==> src/rtl/l1_pkg.sv <==
// Shared types, default sizes and helpers for the L1 miss/refill engine.
package l1_pkg;

  typedef enum logic [1:0] {IDLE, REQ, FILL, COMMIT} l1_refill_state_t;

  localparam int unsigned L1_WAY_NUM = 4;
  localparam int unsigned L1_IDX_W   = 5;
  localparam int unsigned L1_TAG_W   = 22;
  localparam int unsigned L1_BEAT_W  = 32;
  localparam int unsigned L1_BEATS   = 4;

  // Widest way vector the helper below handles.
  localparam int unsigned L1_VEC_MAX = 32;

  // Keeps only the lowest set bit; an all-zero input maps to bit 0.
  function automatic logic [L1_VEC_MAX-1:0] lowest_one_hot(input logic [L1_VEC_MAX-1:0] vec);
    logic [L1_VEC_MAX-1:0] res;
    res = vec & (~vec + L1_VEC_MAX'(1));
    if (vec == '0) begin
      res = L1_VEC_MAX'(1);
    end
    return res;
  endfunction

endpackage

==> src/rtl/l1_refill_ctrl.sv <==
// L1 miss-handling engine: line read request, beat-by-beat data writes, tag/valid commit.
// Optional sticky protocol error output enabled by defining L1_REFILL_ERR_CHK_EN.
module l1_refill_ctrl
  import l1_pkg::*;
#(
  parameter int unsigned WAY_NUM = L1_WAY_NUM,
  parameter int unsigned IDX_W   = L1_IDX_W,
  parameter int unsigned TAG_W   = L1_TAG_W,
  parameter int unsigned BEAT_W  = L1_BEAT_W,
  parameter int unsigned BEATS   = L1_BEATS,
  localparam int unsigned CNT_W  = $clog2(BEATS)
) (
  input  logic                   clk,
  input  logic                   rst,
  input  logic                   miss_req,
  input  logic [IDX_W-1:0]       miss_idx,
  input  logic [TAG_W-1:0]       miss_tag,
  input  logic [WAY_NUM-1:0]     miss_way,
  output logic                   miss_ack,
  output logic                   busy,
  output logic                   mem_req_val,
  output logic [TAG_W+IDX_W-1:0] mem_req_addr,
  input  logic                   mem_req_rdy,
  input  logic                   mem_ack_val,
  input  logic [BEAT_W-1:0]      mem_ack_data,
  output logic                   data_we,
  output logic [WAY_NUM-1:0]     data_way,
  output logic [IDX_W-1:0]       data_idx,
  output logic [CNT_W-1:0]       data_beat,
  output logic [BEAT_W-1:0]      data_wdata,
  output logic                   tag_we,
  output logic [TAG_W-1:0]       tag_wdata,
`ifdef L1_REFILL_ERR_CHK_EN
  output logic                   err,
`endif
  output logic                   refill_done
);

  l1_refill_state_t   state_q, state_d;
  logic [CNT_W-1:0]   cnt_q, cnt_d;
  logic [IDX_W-1:0]   idx_q, idx_d;
  logic [TAG_W-1:0]   tag_q, tag_d;
  logic [WAY_NUM-1:0] way_q, way_d;
  logic               we_q, we_d;
  logic [CNT_W-1:0]   beat_q, beat_d;
  logic [BEAT_W-1:0]  wdata_q, wdata_d;
  logic [WAY_NUM-1:0] way_norm;

  assign way_norm = WAY_NUM'(lowest_one_hot(L1_VEC_MAX'(miss_way)));

  always_comb begin
    state_d = state_q;
    cnt_d   = cnt_q;
    idx_d   = idx_q;
    tag_d   = tag_q;
    way_d   = way_q;
    we_d    = 1'b0;
    beat_d  = beat_q;
    wdata_d = wdata_q;
    unique case (state_q)
      IDLE: begin
        if (miss_req) begin
          idx_d   = miss_idx;
          tag_d   = miss_tag;
          way_d   = way_norm;
          state_d = REQ;
        end
      end
      REQ: begin
        if (mem_req_rdy) begin
          state_d = FILL;
        end
      end
      FILL: begin
        // Beat is registered here; its array write appears on the next cycle.
        if (mem_ack_val) begin
          we_d    = 1'b1;
          beat_d  = cnt_q;
          wdata_d = mem_ack_data;
          cnt_d   = cnt_q + CNT_W'(1);
          if (cnt_q == CNT_W'(BEATS - 1)) begin
            state_d = COMMIT;
          end
        end
      end
      COMMIT: begin
        state_d = IDLE;
      end
      default: begin
        state_d = IDLE;
      end
    endcase
  end

  always_ff @(posedge clk or posedge rst) begin
    if (rst) begin
      state_q <= IDLE;
      cnt_q   <= '0;
      idx_q   <= '0;
      tag_q   <= '0;
      way_q   <= '0;
      we_q    <= 1'b0;
      beat_q  <= '0;
      wdata_q <= '0;
    end else begin
      state_q <= state_d;
      cnt_q   <= cnt_d;
      idx_q   <= idx_d;
      tag_q   <= tag_d;
      way_q   <= way_d;
      we_q    <= we_d;
      beat_q  <= beat_d;
      wdata_q <= wdata_d;
    end
  end

  // Gated by rst so every output reads 0 while reset is held.
  assign miss_ack     = miss_req & (state_q == IDLE) & ~rst;
  assign busy         = (state_q != IDLE);
  assign mem_req_val  = (state_q == REQ);
  assign mem_req_addr = {tag_q, idx_q};
  assign data_we      = we_q;
  assign data_way     = way_q;
  assign data_idx     = idx_q;
  assign data_beat    = beat_q;
  assign data_wdata   = wdata_q;
  assign tag_we       = (state_q == COMMIT);
  assign tag_wdata    = tag_q;
  assign refill_done  = (state_q == COMMIT);

`ifdef L1_REFILL_ERR_CHK_EN
  logic err_q, err_d;

  always_comb begin
    err_d = err_q;
    if ((state_q == IDLE) && miss_req && !$onehot(miss_way)) begin
      err_d = 1'b1;
    end
    if (((state_q == IDLE) || (state_q == REQ)) && mem_ack_val) begin
      err_d = 1'b1;
    end
  end

  always_ff @(posedge clk or posedge rst) begin
    if (rst) begin
      err_q <= 1'b0;
    end else begin
      err_q <= err_d;
    end
  end

  assign err = err_q;
`endif

endmodule

==> config.mk <==
export PLATFORM = sky130hd
export DESIGN_NAME = l1_refill_ctrl
export DESIGN_NICKNAME = d
export VERILOG_FILES = /design/src/rtl/l1_pkg.sv /design/src/rtl/l1_refill_ctrl.sv
export SDC_FILE = /design/constraint.sdc
export NUM_CORES = 1
export LEC_CHECK = 0
export BUFFER_PORTS_ARGS = -buffer_cell sky130_fd_sc_hd__buf_4
export CORE_MARGIN = 2
export CORE_UTILIZATION = 48
export CTS_CLUSTER_SIZE = 40
export DETAILED_ROUTE_END_ITERATION = 10
export PLACE_DENSITY_LB_ADDON = 0.25
export SKIP_LAST_GASP = 1
export SYNTH_ARGS = -nofsm -noshare
export SYNTH_HDL_FRONTEND = slang
export SYNTH_SLANG_ARGS = --single-unit
==> constraint.sdc <==
create_clock -name clk -period 5.4 [get_ports clk]
set_input_delay 0.27 -clock clk [delete_from_list [all_inputs] [get_ports clk]]
set_output_delay 0.27 -clock clk [all_outputs]
set_load 0.03 [all_outputs]
==> report_table.html, run 1 <==
<table>
<tr><th>Metric</th><th>Value</th></tr>
<tr><th colspan="2">Outcome</th></tr>
<tr><td>Outcome</td><td>complete, no violations</td></tr>
<tr><th colspan="2">Clocking</th></tr>
<tr><td>Maximum level of the CTS H-tree</td><td>3</td></tr>
<tr><td>Post-CTS setup buffer count</td><td>0</td></tr>
<tr><td>Post-CTS sizing</td><td>0</td></tr>
<tr><td>Clock Sink Count</td><td>70</td></tr>
<tr><td>Clock insertion delay at the later pin of the skew report</td><td>0.33 ns</td></tr>
<tr><td>Buffers from clock root to sink, at most</td><td>2</td></tr>
<tr><td>Number of buffers added to fix hold violations after cts</td><td>0</td></tr>
<tr><td>Total CTS buffers</td><td>9</td></tr>
<tr><td>TritonCTS clock tree</td><td>built</td></tr>
<tr><td>Clock root buffer</td><td>sky130_fd_sc_hd__clkbuf_8</td></tr>
<tr><td>Clk pin slew, worst setup/hold paths</td><td>0.07 ns</td></tr>
<tr><th colspan="2">Final layout</th></tr>
<tr><td>Filler cell count in the final layout</td><td>438</td></tr>
<tr><td>Area Overhead vs Synth</td><td>42.76%</td></tr>
<tr><td>Layout Nets</td><td>419</td></tr>
<tr><td>Fraction of layout cells with a size suffix above 1</td><td>0.7020</td></tr>
<tr><td>Multi-input gate area in the final layout</td><td>939.7 sq um</td></tr>
<tr><td>Register cell area after layout</td><td>0.001752 sq mm</td></tr>
<tr><td>Total inserted antenna cells</td><td>0</td></tr>
<tr><th colspan="2">Timing</th></tr>
<tr><td>Setup repair after global routing missed its margin</td><td>no</td></tr>
<tr><td>Post-Route Skew</td><td>0.006535 ns</td></tr>
<tr><td>Fmax</td><td>450.0 MHz</td></tr>
<tr><td>Relative slew slack</td><td>0.4291</td></tr>
<tr><td>Transition time at the pin with the least slew margin</td><td>0.8564 ns</td></tr>
<tr><td>Final Cycle Share</td><td>0.4115</td></tr>
<tr><td>Max-slew violations</td><td>0</td></tr>
<tr><td>Setup violation total in the final timing report</td><td>0</td></tr>
<tr><td>Minimum clock period after layout</td><td>2.222 ns</td></tr>
<tr><td>Accumulated negative setup slack</td><td>0 ns</td></tr>
<tr><td>Total count of hold-check failures in the final report</td><td>0</td></tr>
<tr><td>Slack of the critical path</td><td>3.178 ns</td></tr>
<tr><th colspan="2">Logic synthesis</th></tr>
<tr><td>Multiplexer fraction of the synthesized cell area</td><td>0.2420</td></tr>
<tr><td>FF+latch count, synth</td><td>70</td></tr>
<tr><td>Async SR Flop Fraction</td><td>1.000</td></tr>
<tr><td>Area share of the largest cell type after synthesis</td><td>0.5863</td></tr>
<tr><td>Netlist Area Pre-Place</td><td>0.002988 sq mm</td></tr>
<tr><td>Average footprint of a synthesized cell</td><td>14.87 sq um</td></tr>
<tr><td>Most frequently used cell type in the post-synthesis netlist</td><td>sky130_fd_sc_hd__dfrtp_1</td></tr>
<tr><td>Most used DFF post-synth</td><td>sky130_fd_sc_hd__dfrtp_1</td></tr>
<tr><td>Sequential fraction of the synthesis area</td><td>0.5863</td></tr>
<tr><td>Post-synthesis share of cell area spent on and, or, nand and nor gates</td><td>0.02848</td></tr>
<tr><td>Yosys warns</td><td>0</td></tr>
<tr><td>Netlist cell types</td><td>21</td></tr>
<tr><td>Synth Area in Compound Gates</td><td>0.01173</td></tr>
<tr><td>Mapped Nets</td><td>276</td></tr>
<tr><td>Post-synth EDFFs</td><td>0</td></tr>
<tr><td>Synth top area cells</td><td>sky130_fd_sc_hd__dfrtp_1, sky130_fd_sc_hd__mux2_2, sky130_fd_sc_hd__buf_4, sky130_fd_sc_hd__ha_1, sky130_fd_sc_hd__buf_6</td></tr>
<tr><td>Adder-cell share of the synthesized area</td><td>0.02931</td></tr>
<tr><td>Library cell occupying the most area in the post-synthesis netlist</td><td>sky130_fd_sc_hd__dfrtp_1</td></tr>
<tr><td>Gate count after technology mapping</td><td>201</td></tr>
<tr><td>Most instantiated cells after synthesis</td><td>sky130_fd_sc_hd__dfrtp_1, sky130_fd_sc_hd__mux2_2, sky130_fd_sc_hd__buf_4</td></tr>
<tr><td>Dominant combinational cell family by area after synthesis</td><td>multiplexers</td></tr>
<tr><td>Post-synthesis xor/xnor area fraction</td><td>0.002931</td></tr>
<tr><th colspan="2">GRT</th></tr>
<tr><td>Via count of the first global-routing pass</td><td>2152</td></tr>
<tr><td>Layer with the highest usage after global routing</td><td>met2</td></tr>
<tr><td>Global-route total usage across every layer</td><td>0.1897</td></tr>
<tr><td>Number of antenna violations at the first check in global routing</td><td>0</td></tr>
<tr><td>Maximum number of pins on one net before global-route repair</td><td>71</td></tr>
<tr><td>GRT met2 Usage</td><td>0.3277</td></tr>
<tr><td>Global routing usage on met3</td><td>0.07853</td></tr>
<tr><td>First-pass GRT wire length</td><td>10300 um</td></tr>
<tr><td>Overflow left after global routing</td><td>0</td></tr>
<tr><td>Global routing usage on met1</td><td>0.1995</td></tr>
<tr><th colspan="2">Route</th></tr>
<tr><td>Per-cell via count in the routed design</td><td>4.821</td></tr>
<tr><td>Router iterations before antenna repair</td><td>2</td></tr>
<tr><td>Final routed DRC violation total</td><td>0</td></tr>
<tr><td>Final wirelength</td><td>6419 um</td></tr>
<tr><td>Starting DRC count in detailed routing</td><td>33</td></tr>
<tr><td>Routed length per instance</td><td>15.14 um</td></tr>
<tr><td>Post-route antenna net violation count</td><td>0</td></tr>
<tr><td>Routed vias</td><td>2044</td></tr>
<tr><th colspan="2">Critical path</th></tr>
<tr><td>CP arrival</td><td>1.95 ns</td></tr>
<tr><td>Endpoint kind of the worst setup timing path</td><td>primary output</td></tr>
<tr><td>Worst reg2reg endpoint</td><td>tag_wdata[12]$_DFFE_PP0P_</td></tr>
<tr><td>Depth of the most critical reg-to-reg path</td><td>4</td></tr>
<tr><td>Register-to-register setup slack</td><td>3.55 ns</td></tr>
<tr><td>Worst Path Max Fanout</td><td>36</td></tr>
<tr><td>Launching point of the worst reg2reg path</td><td>state_q[0]$_DFFE_PP0P_</td></tr>
<tr><td>Startpoint kind of the worst setup timing path</td><td>flop</td></tr>
<tr><td>Startpoint of the worst setup timing path</td><td>state_q[0]$_DFFE_PP0P_</td></tr>
<tr><td>Worst path required time</td><td>5.13 ns</td></tr>
<tr><td>Start-to-end type of the worst setup path</td><td>flop to primary output</td></tr>
<tr><th colspan="2">Floorplan</th></tr>
<tr><td>I/O pin count</td><td>166</td></tr>
<tr><td>Placeable core region</td><td>0.005956 sq mm</td></tr>
<tr><td>Die area</td><td>0.006872 sq mm</td></tr>
<tr><td>Starting density of the core</td><td>0.5017</td></tr>
<tr><td>Horizontal die dimension</td><td>82.90 um</td></tr>
<tr><td>Height of the chip</td><td>82.90 um</td></tr>
<tr><td>Number of rows in the core area</td><td>28</td></tr>
<tr><th colspan="2">Hold path</th></tr>
<tr><td>Hold-critical path endpoint</td><td>data_wdata[12]$_DFFE_PP0P_</td></tr>
<tr><td>Worst hold-check path type</td><td>input pin to flop</td></tr>
<tr><td>Worst hold start</td><td>mem_ack_data[12]</td></tr>
<tr><td>WHS Path Cells</td><td>2</td></tr>
<tr><th colspan="2">Power and ir drop</th></tr>
<tr><td>Leak</td><td>0.002157 uW</td></tr>
<tr><td>Maximum VDD drop</td><td>0.4338 mV</td></tr>
<tr><td>Pwr/cell area</td><td>768.3 mW/mm^2</td></tr>
<tr><th colspan="2">Placed design</th></tr>
<tr><td>Setup slack at placement</td><td>3.521 ns</td></tr>
<tr><td>Half-perimeter wire length after detailed placement</td><td>4898 um</td></tr>
<tr><td>PortBufs</td><td>165</td></tr>
<tr><td>Last weighted congestion value of the routability-driven placer</td><td>0.7523</td></tr>
<tr><th colspan="2">Flow run</th></tr>
<tr><td>Number of max-capacitance violations reported</td><td>0</td></tr>
</table>
==> worst max-delay path by stage <==
stage,slack (ns),end
after global routing,3.02,miss_ack
after detailed placement,3.52,miss_ack
after floorplan,3.36,cnt_q[0]$_DFFE_PP0P_
final,3.18,miss_ack
after CTS,3.15,miss_ack
after global placement,3.56,miss_ack
==> cell type report <==
type                            instances  area share
Sequential cell                        70      0.4107
Timing Repair Buffer                  166      0.2922
Multi-Input combinational cell         92      0.2203
Clock buffer                           12     0.03403
Tap cell                               75     0.02200
Clock inverter                          4     0.01643
Inverter                                5    0.004400
==> state kept, by name, indices dropped and copies added, names as in the netlist <==
name and count:
data_we 1, tag_wdata 22, data_way 4, state_q 2
data_beat 2, data_wdata 32, data_idx 5, cnt_q 2
==> report_power, final <==
group / switching, uW / total [uW] / internal [uW]
Sequential: 172 / 963 / 791
Combinational: 1090 / 1860 / 769
Clock: 179 / 451 / 272
==> cells by family after synthesis <==
kind of cell,count (synthesis)
mux,64
simple gates,15
compound gates,5
buf+inv,39
xor+xnor,1
flops,70
fa+ha+maj,7
==> layout by cell type (no fill, tap or decap) <==
cell / netlist / routed
sky130_fd_sc_hd__a22o_1: 1 / 1
sky130_fd_sc_hd__inv_1: 5 / 4
sky130_fd_sc_hd__mux2_1: 1 / 1
sky130_fd_sc_hd__mux2_2: 61 / 61
sky130_fd_sc_hd__nor3_1: 2 / 2
sky130_fd_sc_hd__nand2_2: 1 / 1
sky130_fd_sc_hd__clkbuf_8: 0 / 10
sky130_fd_sc_hd__o21ai_1: 1 / 1
sky130_fd_sc_hd__bufinv_16: 0 / 2
sky130_fd_sc_hd__ha_1: 7 / 7
sky130_fd_sc_hd__o21ai_0: 2 / 2
sky130_fd_sc_hd__or4b_1: 1 / 1
sky130_fd_sc_hd__inv_2: 0 / 1
sky130_fd_sc_hd__dfrtp_1: 70 / 70
sky130_fd_sc_hd__mux2i_1: 1 / 1
sky130_fd_sc_hd__xnor2_1: 1 / 1
sky130_fd_sc_hd__buf_4: 28 / 166
sky130_fd_sc_hd__mux2_4: 1 / 1
sky130_fd_sc_hd__clkinv_2: 0 / 2
sky130_fd_sc_hd__nand2b_1: 4 / 4
sky130_fd_sc_hd__nand2_1: 3 / 3
sky130_fd_sc_hd__nor2_1: 3 / 3
sky130_fd_sc_hd__o2111a_1: 1 / 1
sky130_fd_sc_hd__nand2_4: 1 / 1
sky130_fd_sc_hd__clkbuf_1: 0 / 2
==> through the flow <==
stage               utilization  power (uW)  std cells  cell area, sq um  hold WS, ns
finish                   0.7162        3277        424              4265       0.1682
global route             0.7162        3437        424              4265       0.1397
CTS                      0.7162        3316        424              4265       0.1484
detailed placement       0.6800        2858        408              4050       0.4774
global placement         0.6800        2797        408              4050       0.4653
floorplan                     -        2284        201              2988       0.4017
==> metal layers <==
layer  vias up  part of all wire
li1        940                 -
met1       982              0.37
met2       107              0.51
met3        15             0.096
met4         0             0.021
met5         -                 0
==> worst max-delay path: stages (launching register included) <==
cell and delay [ns]:
sky130_fd_sc_hd__dfrtp_1 0.40, sky130_fd_sc_hd__inv_1 0.15, sky130_fd_sc_hd__ha_1 0.21, sky130_fd_sc_hd__nand2_2 0.44, sky130_fd_sc_hd__nor2_1 0.22, sky130_fd_sc_hd__buf_4 0.19
Note: power is estimated with default switching activity, not from simulation.
==> run 2, diff against run 1 <==
--- a/config.mk
+++ b/config.mk
@@ -5,9 +5,10 @@
 export SDC_FILE = /design/constraint.sdc
 export NUM_CORES = 1
 export LEC_CHECK = 0
+export ABC_AREA = 1
 export BUFFER_PORTS_ARGS = -buffer_cell sky130_fd_sc_hd__buf_4
 export CORE_MARGIN = 2
-export CORE_UTILIZATION = 48
+export CORE_UTILIZATION = 40
 export CTS_CLUSTER_SIZE = 40
 export DETAILED_ROUTE_END_ITERATION = 10
 export PLACE_DENSITY_LB_ADDON = 0.25
==> constraint.sdc (replaced) <==
create_clock -name clk -period 1.9 [get_ports clk]
set_input_delay 0.095 -clock clk [delete_from_list [all_inputs] [get_ports clk]]
set_output_delay 0.095 -clock clk [all_outputs]
set_load 0.03 [all_outputs]
==> run 2 against run 1 <==
Net effect: clock-buffer cell count fell by 2; non-clock buffer count grew 64; core utilization decreased by 3.5 points; clock power grew to 2.9 times the previous value; total power grew to 2.7 times the previous value; cell area up 16%; die area increased by 20%; first-iteration DRC count grew 110%; critical path depth unchanged; synthesized area up 1.3%; combinational power grew to 2.7 times the previous value; register-to-register slack worse by 3.3 ns; critical path type unchanged.
==> report_table.html, run 2 <==
<table>
<tr><th>Metric</th><th>Value</th></tr>
<tr><th colspan="2">Critical path</th></tr>
<tr><td>Cell at the slowest stage of the critical path</td><td>sky130_fd_sc_hd__dfrtp_1</td></tr>
<tr><td>Startpoint kind of the worst setup timing path</td><td>flop</td></tr>
<tr><td>Worst-path cell chain</td><td>inv_1, ha_1, nand2_2, nor2_1, buf_4</td></tr>
<tr><td>Endpoint kind of the worst setup timing path</td><td>primary output</td></tr>
<tr><td>Peak per-stage delay on the critical path</td><td>0.41 ns</td></tr>
<tr><td>Critical path buffer and inverter count</td><td>2</td></tr>
<tr><td>Worst path required time</td><td>1.80 ns</td></tr>
<tr><td>Start-to-end type of the worst setup path</td><td>flop to primary output</td></tr>
<tr><td>Worst Path Max Fanout</td><td>11</td></tr>
<tr><td>CP arrival</td><td>1.58 ns</td></tr>
<tr><td>Top cell family by delay on the critical path</td><td>flip-flops</td></tr>
<tr><th colspan="2">Final layout</th></tr>
<tr><td>Most frequent standard cell in the layout excluding fill and tap cells</td><td>sky130_fd_sc_hd__nand2_1</td></tr>
<tr><td>Count of non-filler cells in the finished layout</td><td>651</td></tr>
<tr><td>Fraction of layout cells with a size suffix above 1</td><td>0.3460</td></tr>
<tr><td>Layout Nets</td><td>622</td></tr>
<tr><td>Most used cells in the layout excluding fill and tap cells</td><td>sky130_fd_sc_hd__nand2_1, sky130_fd_sc_hd__buf_4, sky130_fd_sc_hd__dfrtp_1, sky130_fd_sc_hd__dlygate4sd3_1, sky130_fd_sc_hd__clkbuf_8</td></tr>
<tr><td>Total inserted antenna cells</td><td>0</td></tr>
<tr><td>Number of flip-flops under the largest register name</td><td>32</td></tr>
<tr><td>Filler cell count in the final layout</td><td>583</td></tr>
<tr><td>Area Overhead vs Synth</td><td>64.12%</td></tr>
<tr><th colspan="2">Route</th></tr>
<tr><td>Length of routed met3 wiring</td><td>602 um</td></tr>
<tr><td>Highest metal layer used by the detailed router</td><td>met4</td></tr>
<tr><td>Starting DRC count in detailed routing</td><td>69</td></tr>
<tr><td>Router iterations before antenna repair</td><td>4</td></tr>
<tr><td>Per-cell via count in the routed design</td><td>4.416</td></tr>
<tr><td>Routed length per instance</td><td>12.51 um</td></tr>
<tr><td>Final routed DRC violation total</td><td>0</td></tr>
<tr><td>Final wirelength</td><td>8142 um</td></tr>
<tr><td>Routed vias</td><td>2875</td></tr>
<tr><td>Post-route antenna net violation count</td><td>0</td></tr>
<tr><td>Routed length on met1</td><td>3476 um</td></tr>
<tr><td>Routed met2 length</td><td>3937 um</td></tr>
<tr><th colspan="2">Floorplan</th></tr>
<tr><td>Horizontal die dimension</td><td>90.99 um</td></tr>
<tr><td>Number of rows in the core area</td><td>31</td></tr>
<tr><td>Starting density of the core</td><td>0.4151</td></tr>
<tr><td>I/O pin count</td><td>166</td></tr>
<tr><td>Placeable core region</td><td>0.007292 sq mm</td></tr>
<tr><td>Height of the chip</td><td>90.99 um</td></tr>
<tr><td>Die area</td><td>0.008278 sq mm</td></tr>
<tr><th colspan="2">Logic synthesis</th></tr>
<tr><td>Area share of the largest cell type after synthesis</td><td>0.5788</td></tr>
<tr><td>Gate count after technology mapping</td><td>346</td></tr>
<tr><td>Sequential fraction of the synthesis area</td><td>0.5788</td></tr>
<tr><td>Library cell occupying the most area in the post-synthesis netlist</td><td>sky130_fd_sc_hd__dfrtp_1</td></tr>
<tr><td>Most used DFF post-synth</td><td>sky130_fd_sc_hd__dfrtp_1</td></tr>
<tr><td>Netlist Area Pre-Place</td><td>0.003027 sq mm</td></tr>
<tr><td>Average footprint of a synthesized cell</td><td>8.748 sq um</td></tr>
<tr><td>Async SR Flop Fraction</td><td>1.000</td></tr>
<tr><td>Synth top area cells</td><td>sky130_fd_sc_hd__dfrtp_1, sky130_fd_sc_hd__nand2_1, sky130_fd_sc_hd__buf_4, sky130_fd_sc_hd__ha_1, sky130_fd_sc_hd__buf_6</td></tr>
<tr><td>Most instantiated cells after synthesis</td><td>sky130_fd_sc_hd__nand2_1, sky130_fd_sc_hd__dfrtp_1, sky130_fd_sc_hd__buf_4</td></tr>
<tr><td>Post-synth EDFFs</td><td>0</td></tr>
<tr><td>Netlist cell types</td><td>18</td></tr>
<tr><td>Most frequently used cell type in the post-synthesis netlist</td><td>sky130_fd_sc_hd__nand2_1</td></tr>
<tr><td>Mapped Nets</td><td>421</td></tr>
<tr><td>Yosys warns</td><td>0</td></tr>
<tr><td>FF+latch count, synth</td><td>70</td></tr>
<tr><th colspan="2">Timing</th></tr>
<tr><td>Accumulated negative setup slack</td><td>0 ns</td></tr>
<tr><td>Transition time at the pin with the least slew margin</td><td>0.4916 ns</td></tr>
<tr><td>Final Cycle Share</td><td>0.8804</td></tr>
<tr><td>Minimum clock period after layout</td><td>1.673 ns</td></tr>
<tr><td>Relative slew slack</td><td>0.6718</td></tr>
<tr><td>Setup violation total in the final timing report</td><td>0</td></tr>
<tr><td>Fmax</td><td>597.8 MHz</td></tr>
<tr><td>Max-slew violations</td><td>0</td></tr>
<tr><td>Setup repair after global routing missed its margin</td><td>no</td></tr>
<tr><td>Slack of the critical path</td><td>0.2272 ns</td></tr>
<tr><td>Post-Route Skew</td><td>0.007633 ns</td></tr>
<tr><td>Total count of hold-check failures in the final report</td><td>0</td></tr>
<tr><th colspan="2">Flow run</th></tr>
<tr><td>Number of max-capacitance violations reported</td><td>0</td></tr>
<tr><th colspan="2">Clocking</th></tr>
<tr><td>Clock Sink Count</td><td>70</td></tr>
<tr><td>Post-CTS setup buffer count</td><td>0</td></tr>
<tr><td>Clock root buffer</td><td>sky130_fd_sc_hd__clkbuf_8</td></tr>
<tr><td>Clock insertion delay at the later pin of the skew report</td><td>0.34 ns</td></tr>
<tr><td>TritonCTS clock tree</td><td>built</td></tr>
<tr><td>Total CTS buffers</td><td>9</td></tr>
<tr><td>Buffers from clock root to sink, at most</td><td>2</td></tr>
<tr><td>Post-CTS sizing</td><td>0</td></tr>
<tr><td>Maximum level of the CTS H-tree</td><td>3</td></tr>
<tr><td>Clk pin slew, worst setup/hold paths</td><td>0.07 ns</td></tr>
<tr><th colspan="2">Power and ir drop</th></tr>
<tr><td>Maximum VDD drop</td><td>0.8126 mV</td></tr>
<tr><td>Post-layout total power</td><td>8921 uW</td></tr>
<tr><td>Leak</td><td>0.002783 uW</td></tr>
<tr><td>Pwr/cell area</td><td>1796 mW/mm^2</td></tr>
<tr><th colspan="2">Placed design</th></tr>
<tr><td>Inst Count DP</td><td>573</td></tr>
<tr><td>PortBufs</td><td>165</td></tr>
<tr><td>Last weighted congestion value of the routability-driven placer</td><td>0.7207</td></tr>
<tr><td>Half-perimeter wire length after detailed placement</td><td>5060 um</td></tr>
<tr><td>Setup slack at placement</td><td>0.2771 ns</td></tr>
<tr><th colspan="2">Outcome</th></tr>
<tr><td>Outcome</td><td>complete, no violations</td></tr>
<tr><th colspan="2">Hold path</th></tr>
<tr><td>Worst hold-check path type</td><td>input pin to flop</td></tr>
<tr><th colspan="2">GRT</th></tr>
<tr><td>Via count of the first global-routing pass</td><td>2848</td></tr>
<tr><td>Maximum number of pins on one net before global-route repair</td><td>71</td></tr>
<tr><td>Global-route total usage across every layer</td><td>0.2033</td></tr>
<tr><td>Number of antenna violations at the first check in global routing</td><td>0</td></tr>
<tr><td>First-pass GRT wire length</td><td>13600 um</td></tr>
<tr><td>Overflow left after global routing</td><td>0</td></tr>
</table>
## run 2: power breakdown
| group | switching [uW] | internal, uW |
|---|---|---|
| registers | 498 | 2180 |
| logic | 3140 | 1780 |
| clock network | 550 | 770 |
| total | 4190 | 4730 |
## run 2: routing by layer
layer / GRT usage / vias to the layer above
met3: 0.04813 / 13
met4: 0.07197 / 0
met1: 0.2572 / 1323
li1: - / 1409
met5: 0 / -
met2: 0.3414 / 130
## run 2: through the flow
stage | utilization | hold WS (ns) | cell area [sq um]
after floorplan | - | 0.1854 | 3027
final | 0.6812 | 0.01934 | 4967
after detailed placement | 0.5655 | 0.2302 | 4124
after CTS | 0.6812 | 0.007311 | 4967
after global routing | 0.6812 | 0.02946 | 4967
after global placement | 0.5655 | 0.2243 | 4124
## run 2: tightest hold or removal path, stage by stage
cell and delay [ns]:
sky130_fd_sc_hd__buf_4 0.08, sky130_fd_sc_hd__nor2_1 0.05, sky130_fd_sc_hd__nand2_1 0.05, sky130_fd_sc_hd__nand2_1 0.04
## run 2: worst paths after layout
check                                     startpoint                         end  slack (ns)  cells past startpoint
setup / recovery              state_q[0]$_DFFE_PP0P_                    miss_ack        0.23                      5
hold reg to reg            data_wdata[3]$_DFFE_PP0P_   data_wdata[3]$_DFFE_PP0P_        0.48                      2
setup reg to reg              state_q[0]$_DFFE_PP0P_     data_way[3]$_DFFE_PP0P_        0.25                      6
min in group asynchronous                        rst     data_idx[1]$_DFFE_PP0P_        0.39                      4
hold / removal                           miss_way[0]     data_way[1]$_DFFE_PP0P_        0.02                      4
max in group asynchronous                        rst  data_wdata[27]$_DFFE_PP0P_        1.19                      4
## run 2: layout make-up
type,instances,area [sq um],area share
repair buffers,230,1894,0.3814
multi-input cells,226,934.6,0.1882
clock inverters,6,85.08,0.01713
flip-flops and latches,70,1752,0.3526
inverters,10,40.04,0.008060
well taps,99,123.9,0.02494
clock buffers,10,137.6,0.02771
## run 2: what timing repair did
item	in CTS	in global routing
hold endpoints to repair	132	0
setup endpoints to repair	0	0
hold buffers	62	0
## run 2: logic make-up (layout without fill, tap and decap cells)
kind of cell / Yosys count / in the layout / synth area share
AND/OR/NAND/NOR: 214 / 214 / 0.2704
XOR/XNOR: 1 / 1 / 0.002894
AO/OA/AOI/OAI: 4 / 4 / 0.006611
adder cells (fa/ha/maj): 7 / 7 / 0.02894
buffers and inverters: 50 / 256 / 0.1124
flip-flops: 70 / 70 / 0.5788
